[src/rtl/spi_master_param_if.sv]
// spi_master_param_if
//   System-side handshake and SPI pin bundle for spi_master_param.
//   master modport : the SPI master block (drives busy/done/rx_byte and pins)
//   slave  modport : the system/device side (drives start request and miso)
//   Signals:
//     tx_en, mode{CPOL,CPHA}, lsb_first, cs_sel, tx_byte   start request
//     rx_byte, busy, done                                  completion side
//     sclk, mosi, miso, cs_n                               SPI pins
interface spi_master_param_if #(
  parameter int DATA_WIDTH = 8,
  parameter int NUM_CS     = 2,
  parameter int CS_W       = (NUM_CS > 1) ? $clog2(NUM_CS) : 1
);
  logic                  tx_en;
  logic [1:0]            mode;
  logic                  lsb_first;
  logic [CS_W-1:0]       cs_sel;
  logic [DATA_WIDTH-1:0] tx_byte;
  logic [DATA_WIDTH-1:0] rx_byte;
  logic                  busy;
  logic                  done;
  logic                  sclk;
  logic                  mosi;
  logic                  miso;
  logic [NUM_CS-1:0]     cs_n;

  modport master (
    input  tx_en, mode, lsb_first, cs_sel, tx_byte, miso,
    output rx_byte, busy, done, sclk, mosi, cs_n
  );

  modport slave (
    output tx_en, mode, lsb_first, cs_sel, tx_byte, miso,
    input  rx_byte, busy, done, sclk, mosi, cs_n
  );
endinterface

[src/rtl/spi_master_param.sv]
// spi_master_param
//   Parametrised SPI master: DATA_WIDTH-bit words, SCLK half-period of
//   CLK_DIV sysClk cycles, all four CPOL/CPHA modes, MSB/LSB-first order,
//   NUM_CS active-low chip selects, busy/done handshake.
//   Ports:
//     sysClk   system clock, everything on the rising edge
//     reset    synchronous, active-high
//     bus      spi_master_param_if.master (request, completion, SPI pins)
//   Transfer: IDLE -> SETUP (CLK_DIV) -> SHIFT (2*DATA_WIDTH half-periods)
//             -> HOLD (CLK_DIV) -> IDLE with a one-cycle done pulse.
module spi_master_param #(
  parameter int DATA_WIDTH = 8,
  parameter int CLK_DIV    = 2,
  parameter int NUM_CS     = 2,
  parameter int CS_W       = (NUM_CS > 1) ? $clog2(NUM_CS) : 1
) (
  input  logic                 sysClk,
  input  logic                 reset,
  spi_master_param_if.master   bus
);

  localparam int HP_W = $clog2(CLK_DIV + 1);
  localparam int EC_W = $clog2(2 * DATA_WIDTH + 1);
  localparam logic [HP_W-1:0] HP_LAST = HP_W'(CLK_DIV - 1);
  localparam logic [EC_W-1:0] EC_LAST = EC_W'(2 * DATA_WIDTH);

  typedef enum logic [1:0] {IDLE, SETUP, SHIFT, HOLD} state_e;

  state_e                state_q, state_d;
  logic [HP_W-1:0]       hp_cnt_q, hp_cnt_d;
  logic [EC_W-1:0]       edge_cnt_q, edge_cnt_d;
  logic [1:0]            mode_q, mode_d;
  logic                  lsb_q, lsb_d;
  logic [DATA_WIDTH-1:0] tx_sh_q, tx_sh_d;
  logic [DATA_WIDTH-1:0] rx_sh_q, rx_sh_d;
  logic [DATA_WIDTH-1:0] rx_byte_q, rx_byte_d;
  logic                  busy_q, busy_d;
  logic                  done_q, done_d;
  logic                  sclk_q, sclk_d;
  logic                  mosi_q, mosi_d;
  logic [NUM_CS-1:0]     cs_n_q, cs_n_d;

  logic hp_last;
  logic toggle;
  logic leading;

  // Bit that goes on the wire next, and the word with that bit consumed.
  function automatic logic first_bit(input logic [DATA_WIDTH-1:0] w, input logic lsb);
    return lsb ? w[0] : w[DATA_WIDTH-1];
  endfunction

  function automatic logic [DATA_WIDTH-1:0] shift_out(input logic [DATA_WIDTH-1:0] w,
                                                      input logic lsb);
    return lsb ? (w >> 1) : (w << 1);
  endfunction

  // Received bits enter from the side that makes loopback return tx_byte.
  function automatic logic [DATA_WIDTH-1:0] shift_in(input logic [DATA_WIDTH-1:0] w,
                                                     input logic b, input logic lsb);
    return lsb ? {b, w[DATA_WIDTH-1:1]} : {w[DATA_WIDTH-2:0], b};
  endfunction

  // Out-of-range selects match no line, so no chip select is asserted.
  function automatic logic [NUM_CS-1:0] cs_decode(input logic [CS_W-1:0] sel);
    logic [NUM_CS-1:0] v;
    v = '1;
    for (int i = 0; i < NUM_CS; i++)
      if (int'(sel) == i) v[i] = 1'b0;
    return v;
  endfunction

  assign hp_last = (hp_cnt_q == HP_LAST);

  always_comb begin
    state_d    = state_q;
    hp_cnt_d   = hp_cnt_q;
    edge_cnt_d = edge_cnt_q;
    mode_d     = mode_q;
    lsb_d      = lsb_q;
    tx_sh_d    = tx_sh_q;
    rx_sh_d    = rx_sh_q;
    rx_byte_d  = rx_byte_q;
    busy_d     = busy_q;
    done_d     = 1'b0;
    sclk_d     = sclk_q;
    mosi_d     = mosi_q;
    cs_n_d     = cs_n_q;
    toggle     = 1'b0;
    leading    = 1'b0;

    unique case (state_q)
      IDLE: begin
        busy_d = 1'b0;
        cs_n_d = '1;
        mosi_d = 1'b0;
        sclk_d = bus.mode[1];
        if (bus.tx_en) begin
          state_d    = SETUP;
          mode_d     = bus.mode;
          lsb_d      = bus.lsb_first;
          busy_d     = 1'b1;
          cs_n_d     = cs_decode(bus.cs_sel);
          hp_cnt_d   = '0;
          edge_cnt_d = '0;
          rx_sh_d    = '0;
          // CPHA=0 presents bit 0 during setup; CPHA=1 waits for the first leading edge.
          if (!bus.mode[0]) begin
            mosi_d  = first_bit(bus.tx_byte, bus.lsb_first);
            tx_sh_d = shift_out(bus.tx_byte, bus.lsb_first);
          end else begin
            tx_sh_d = bus.tx_byte;
          end
        end
      end
      SETUP: begin
        if (hp_last) begin
          state_d  = SHIFT;
          hp_cnt_d = '0;
          toggle   = 1'b1;
        end else begin
          hp_cnt_d = hp_cnt_q + HP_W'(1);
        end
      end
      SHIFT: begin
        if (hp_last) begin
          hp_cnt_d = '0;
          // Last half-period already started with toggle 2*DATA_WIDTH.
          if (edge_cnt_q == EC_LAST) state_d = HOLD;
          else                       toggle  = 1'b1;
        end else begin
          hp_cnt_d = hp_cnt_q + HP_W'(1);
        end
      end
      HOLD: begin
        if (hp_last) begin
          state_d   = IDLE;
          busy_d    = 1'b0;
          done_d    = 1'b1;
          rx_byte_d = rx_sh_q;
          cs_n_d    = '1;
          mosi_d    = 1'b0;
          sclk_d    = mode_q[1];
        end else begin
          hp_cnt_d = hp_cnt_q + HP_W'(1);
        end
      end
      default: state_d = IDLE;
    endcase

    // Toggle n (1-based) is leading when odd, i.e. when the count so far is even.
    if (toggle) begin
      sclk_d     = ~sclk_q;
      edge_cnt_d = edge_cnt_q + EC_W'(1);
      leading    = ~edge_cnt_q[0];
      if (mode_q[0] ? leading : (!leading && edge_cnt_d != EC_LAST)) begin
        mosi_d  = first_bit(tx_sh_q, lsb_q);
        tx_sh_d = shift_out(tx_sh_q, lsb_q);
      end
      if (mode_q[0] ? !leading : leading)
        rx_sh_d = shift_in(rx_sh_q, bus.miso, lsb_q);
    end
  end

  always_ff @(posedge sysClk) begin
    if (reset) begin
      state_q    <= IDLE;
      hp_cnt_q   <= '0;
      edge_cnt_q <= '0;
      mode_q     <= 2'b00;
      lsb_q      <= 1'b0;
      tx_sh_q    <= '0;
      rx_sh_q    <= '0;
      rx_byte_q  <= '0;
      busy_q     <= 1'b0;
      done_q     <= 1'b0;
      sclk_q     <= 1'b0;
      mosi_q     <= 1'b0;
      cs_n_q     <= '1;
    end else begin
      state_q    <= state_d;
      hp_cnt_q   <= hp_cnt_d;
      edge_cnt_q <= edge_cnt_d;
      mode_q     <= mode_d;
      lsb_q      <= lsb_d;
      tx_sh_q    <= tx_sh_d;
      rx_sh_q    <= rx_sh_d;
      rx_byte_q  <= rx_byte_d;
      busy_q     <= busy_d;
      done_q     <= done_d;
      sclk_q     <= sclk_d;
      mosi_q     <= mosi_d;
      cs_n_q     <= cs_n_d;
    end
  end

  assign bus.rx_byte = rx_byte_q;
  assign bus.busy    = busy_q;
  assign bus.done    = done_q;
  assign bus.sclk    = sclk_q;
  assign bus.mosi    = mosi_q;
  assign bus.cs_n    = cs_n_q;

endmodule

[src/flat_wrapper.sv]
// flat-port wrapper written by rule: the top's interface ports become plain ports
module spi_master_param_flat 
#(
  parameter int DATA_WIDTH = 8,
  parameter int CLK_DIV    = 2,
  parameter int NUM_CS     = 2,
  parameter int CS_W       = (NUM_CS > 1) ? $clog2(NUM_CS) : 1
)
  (sysClk, reset, bus_tx_en, bus_mode, bus_lsb_first, bus_cs_sel, bus_tx_byte, bus_miso, bus_rx_byte, bus_busy, bus_done, bus_sclk, bus_mosi, bus_cs_n);
  spi_master_param_if #(.DATA_WIDTH(DATA_WIDTH), .NUM_CS(NUM_CS), .CS_W(CS_W)) bus_i ();
  input  logic sysClk;
  input  logic reset;
  input wire logic [$bits(bus_i.tx_en)-1:0] bus_tx_en;
  input wire logic [$bits(bus_i.mode)-1:0] bus_mode;
  input wire logic [$bits(bus_i.lsb_first)-1:0] bus_lsb_first;
  input wire logic [$bits(bus_i.cs_sel)-1:0] bus_cs_sel;
  input wire logic [$bits(bus_i.tx_byte)-1:0] bus_tx_byte;
  input wire logic [$bits(bus_i.miso)-1:0] bus_miso;
  output wire logic [$bits(bus_i.rx_byte)-1:0] bus_rx_byte;
  output wire logic [$bits(bus_i.busy)-1:0] bus_busy;
  output wire logic [$bits(bus_i.done)-1:0] bus_done;
  output wire logic [$bits(bus_i.sclk)-1:0] bus_sclk;
  output wire logic [$bits(bus_i.mosi)-1:0] bus_mosi;
  output wire logic [$bits(bus_i.cs_n)-1:0] bus_cs_n;
  assign bus_i.tx_en = bus_tx_en;
  assign bus_i.mode = bus_mode;
  assign bus_i.lsb_first = bus_lsb_first;
  assign bus_i.cs_sel = bus_cs_sel;
  assign bus_i.tx_byte = bus_tx_byte;
  assign bus_i.miso = bus_miso;
  assign bus_rx_byte = bus_i.rx_byte;
  assign bus_busy = bus_i.busy;
  assign bus_done = bus_i.done;
  assign bus_sclk = bus_i.sclk;
  assign bus_mosi = bus_i.mosi;
  assign bus_cs_n = bus_i.cs_n;
  spi_master_param #(.DATA_WIDTH(DATA_WIDTH), .CLK_DIV(CLK_DIV), .NUM_CS(NUM_CS), .CS_W(CS_W)) u_core (.sysClk(sysClk), .reset(reset), .bus(bus_i));
endmodule
[config.mk]
export PLATFORM = sky130hd
export DESIGN_NAME = spi_master_param_flat
export DESIGN_NICKNAME = d
export VERILOG_FILES = /design/src/rtl/spi_master_param_if.sv /design/src/rtl/spi_master_param.sv /design/src/flat_wrapper.sv
export SDC_FILE = /design/constraint.sdc
export NUM_CORES = 1
export LEC_CHECK = 0
export ABC_AREA = 1
export CORE_MARGIN = 5
export CORE_UTILIZATION = 62
export CTS_BUF_LIST = sky130_fd_sc_hd__clkbuf_8
export CTS_CLUSTER_DIAMETER = 40
export DETAILED_ROUTE_END_ITERATION = 12
export HOLD_SLACK_MARGIN = 0.12
export PLACE_DENSITY_LB_ADDON = 0.08
export SYNTH_ARGS = -nofsm -noshare
export SYNTH_HDL_FRONTEND = slang
export SYNTH_SLANG_ARGS = --single-unit
[constraint.sdc]
create_clock -name sysClk -period 3.5 [get_ports sysClk]
set_input_delay 0.7 -clock sysClk [delete_from_list [all_inputs] [get_ports sysClk]]
set_output_delay 0.7 -clock sysClk [all_outputs]
set_load 0.05 [all_outputs]
==> metrics <==
first-pass GRT wire length=8290 um; status=completed; Distinct cells, synth=30; Avg WL per Cell=12.0 um; area grow syn2layout=15.3%; # fillers=314; Crit Path Max Fanout=23; worst-case clock buffer depth=2; CTS resizes=0; Post-synth EDFFs=0; drt total wl=5120 um; critical path type=in -> reg; CTS tree=done; layout cell share with drive strength beyond 1=6.08%; Initial Utilization=64.3%; critical path's top delay family=buffers and inverters; DP Wirelength=3690 um; Post-Syn Instances=354; top post-synthesis cells by area=dfxtp_1 36%, nand2_1 13%, o21ai_0 9.1%; crit path DAT=2460 ps; initial antenna violation count=0; vias per std cell=5.23; maxcap violations=0; first drt pass iteration count=5; critical path startpoint category=input pin; clock skew=5.46 ps; Sink Count=42; Die Ht=71.6 um; routed vias=2229; setup TNS=0 ps; Nets=403; placer congestion estimate=0.875; Worst path slowest cell=clkdlybuf4s50_1; Critical Path End Type=flip-flop; f_max=442 MHz; clk_lat worst skew=300 ps; vias in the first global route=1914; I/O Pins=30; critical path, cell by cell=clkdlybuf4s50_1 > nand2_2 > inv_1 > nand3_1 > a21oi_1 > a21oi_1 > nor2_1 > nor2_1; Seq/Total Area, Yosys=35.7%; Commonest cells post-synth=81 x nand2_1, 52 x nor2_1, 43 x o21ai_0, 42 x dfxtp_1, 38 x inv_1; crit share post-route=64.7%; DRT iter0 DRCs=152; Mapped Area=2350 sq um; Die ar.=5130 sq um; Final Util=74.2%; Die Span X=71.6 um; Max Slew Vio Count=0; Mean Syn Cell Area=6.65 sq um; hold_buf cts=0; worst slew pin tran=969 ps; H-tree depth=2; Bufs and invs on worst path=2; clock-pin slew on the worst setup and hold paths=90 ps; Max rail drop VDD=0.325 mV; top_reg_cell synth=dfxtp_1; Syn Nets=380; CP peak stage delay=540 ps; RSZ-0062 raised after global routing=no; ANT nets after route=0; CP required=3700 ps; warnings from Yosys=0; All-Layer GR Usage=19.8%; top-count cell post-synth=nand2_1; DR DRC count=0; Synth area leader=dfxtp_1; post-CTS setup buffer count=0; #FFs+latches synth=42; ant diodes=0; CORE AREA=3660 sq um; Final Setup Violations=0; relative slew slack=35.3%; Post-synth ARST share=0%; Rows=22; Root Buffer Master=clkbuf_8; cts bufs inserted=5; GRT overflow=0; I/O Buffers=29; Synth top area share=35.7%; fin crit period=2260 ps; Final Hold Viols=0; largest net degree at the start of global routing=33; Hold Crit Class=reg -> reg; PwrDens=593 nW/um^2; Pleak=0.00112 uW
[where the power goes]
part	leakage, uW	internal [uW]	switching (uW)	total [uW]
registers	0.000342	556	70.4	627
logic	0.000734	233	430	663
clock network	0.0000441	140	179	319
[registers in the layout, indices dropped and copies added, names as in the netlist, 2 cells and up]
register and cells:
u_core.bus.cs_n 2, u_core.rx_sh_q 8, u_core.mode_q 2, u_core.hp_cnt_q 2, u_core.edge_cnt_q 5, u_core.state_q 2
u_core.tx_sh_q 8, u_core.bus.rx_byte 8
[area by class of cell]
cell class                      instances  area [sq um]  share of cell area, %
Clock inverter                          3          21.3                  0.783
Sequential cell                        42           841                   31.0
Tap cell                               48          60.1                   2.21
Inverter                               38           143                   5.25
Multi-Input combinational cell        260          1280                   47.3
Timing Repair Buffer                   30           298                   11.0
Clock buffer                            5          68.8                   2.53
[worst paths after layout]
check | startpoint | end | slack (ps) | depth (start not counted)
max | bus_tx_en | u_core.tx_sh_q[6]$_SDFF_PP0_ | 1240 | 8
min | u_core.bus.cs_n[1]$_SDFFE_PP1P_ | u_core.bus.cs_n[1]$_SDFFE_PP1P_ | 470 | 2
max reg2reg | u_core.state_q[0]$_SDFFE_PP0P_ | u_core.tx_sh_q[6]$_SDFF_PP0_ | 1510 | 9
min reg2reg | u_core.bus.cs_n[1]$_SDFFE_PP1P_ | u_core.bus.cs_n[1]$_SDFFE_PP1P_ | 470 | 2
[tightest hold or removal path, stage by stage (launching register included)]
cell and delay, ps:
dfxtp_1 330, nand2_1 50, nand3_1 50
[through the flow]
stage | area (sq um) | power (uW) | hold slack [ps] | instances | setup slack, ps
after CTS | 2720 | 1610 | 473 | 426 | 1270
after floorplan | 2350 | 1140 | 440 | 354 | 1870
after global routing | 2720 | 1730 | 517 | 426 | 1090
after global placement | 2630 | 1280 | 446 | 418 | 1010
after detailed placement | 2630 | 1290 | 452 | 418 | 960
final | 2720 | 1610 | 467 | 426 | 1240
[per-layer routing]
layer | wire [um] | up-vias | global-route usage [%]
met5 | 0 | - | 0
met4 | 35 | 0 | 5.43
met3 | 211 | 4 | 3.93
met2 | 2560 | 45 | 33.6
met1 | 2320 | 1002 | 25.5
li1 | - | 1178 | -
[cell usage in the layout, fill, tap and decap left out, drive strengths merged]
cell type | Yosys | final
clkbuf | 4 | 5
o21ai | 49 | 49
xor2 | 1 | 1
clkinvlp | 0 | 1
nor2 | 55 | 55
clkinv | 0 | 2
a31oi | 4 | 4
nand4 | 2 | 2
nor3b | 1 | 1
nand3 | 13 | 13
mux2i | 1 | 1
o211ai | 1 | 1
dfxtp | 42 | 42
or2 | 2 | 2
nor3 | 4 | 4
inv | 38 | 38
ha | 10 | 10
nand2 | 86 | 86
a21oi | 31 | 31
clkdlybuf4s50 | 0 | 29
buf | 10 | 1
[kinds of logic (layout without fill, tap and decap cells)]
kind of cell	Yosys count	in the layout	share of synthesized area [%]
XOR/XNOR	1	1	0.372
AND/OR/NAND/NOR	163	163	29.4
AO/OA/AOI/OAI	85	85	19.0
buffers and inverters	52	76	9.78
multiplexers	1	1	0.425
adder cells (fa/ha/maj)	10	10	5.31
flip-flops	42	42	35.7
Power figures use the tool's default switching activity.
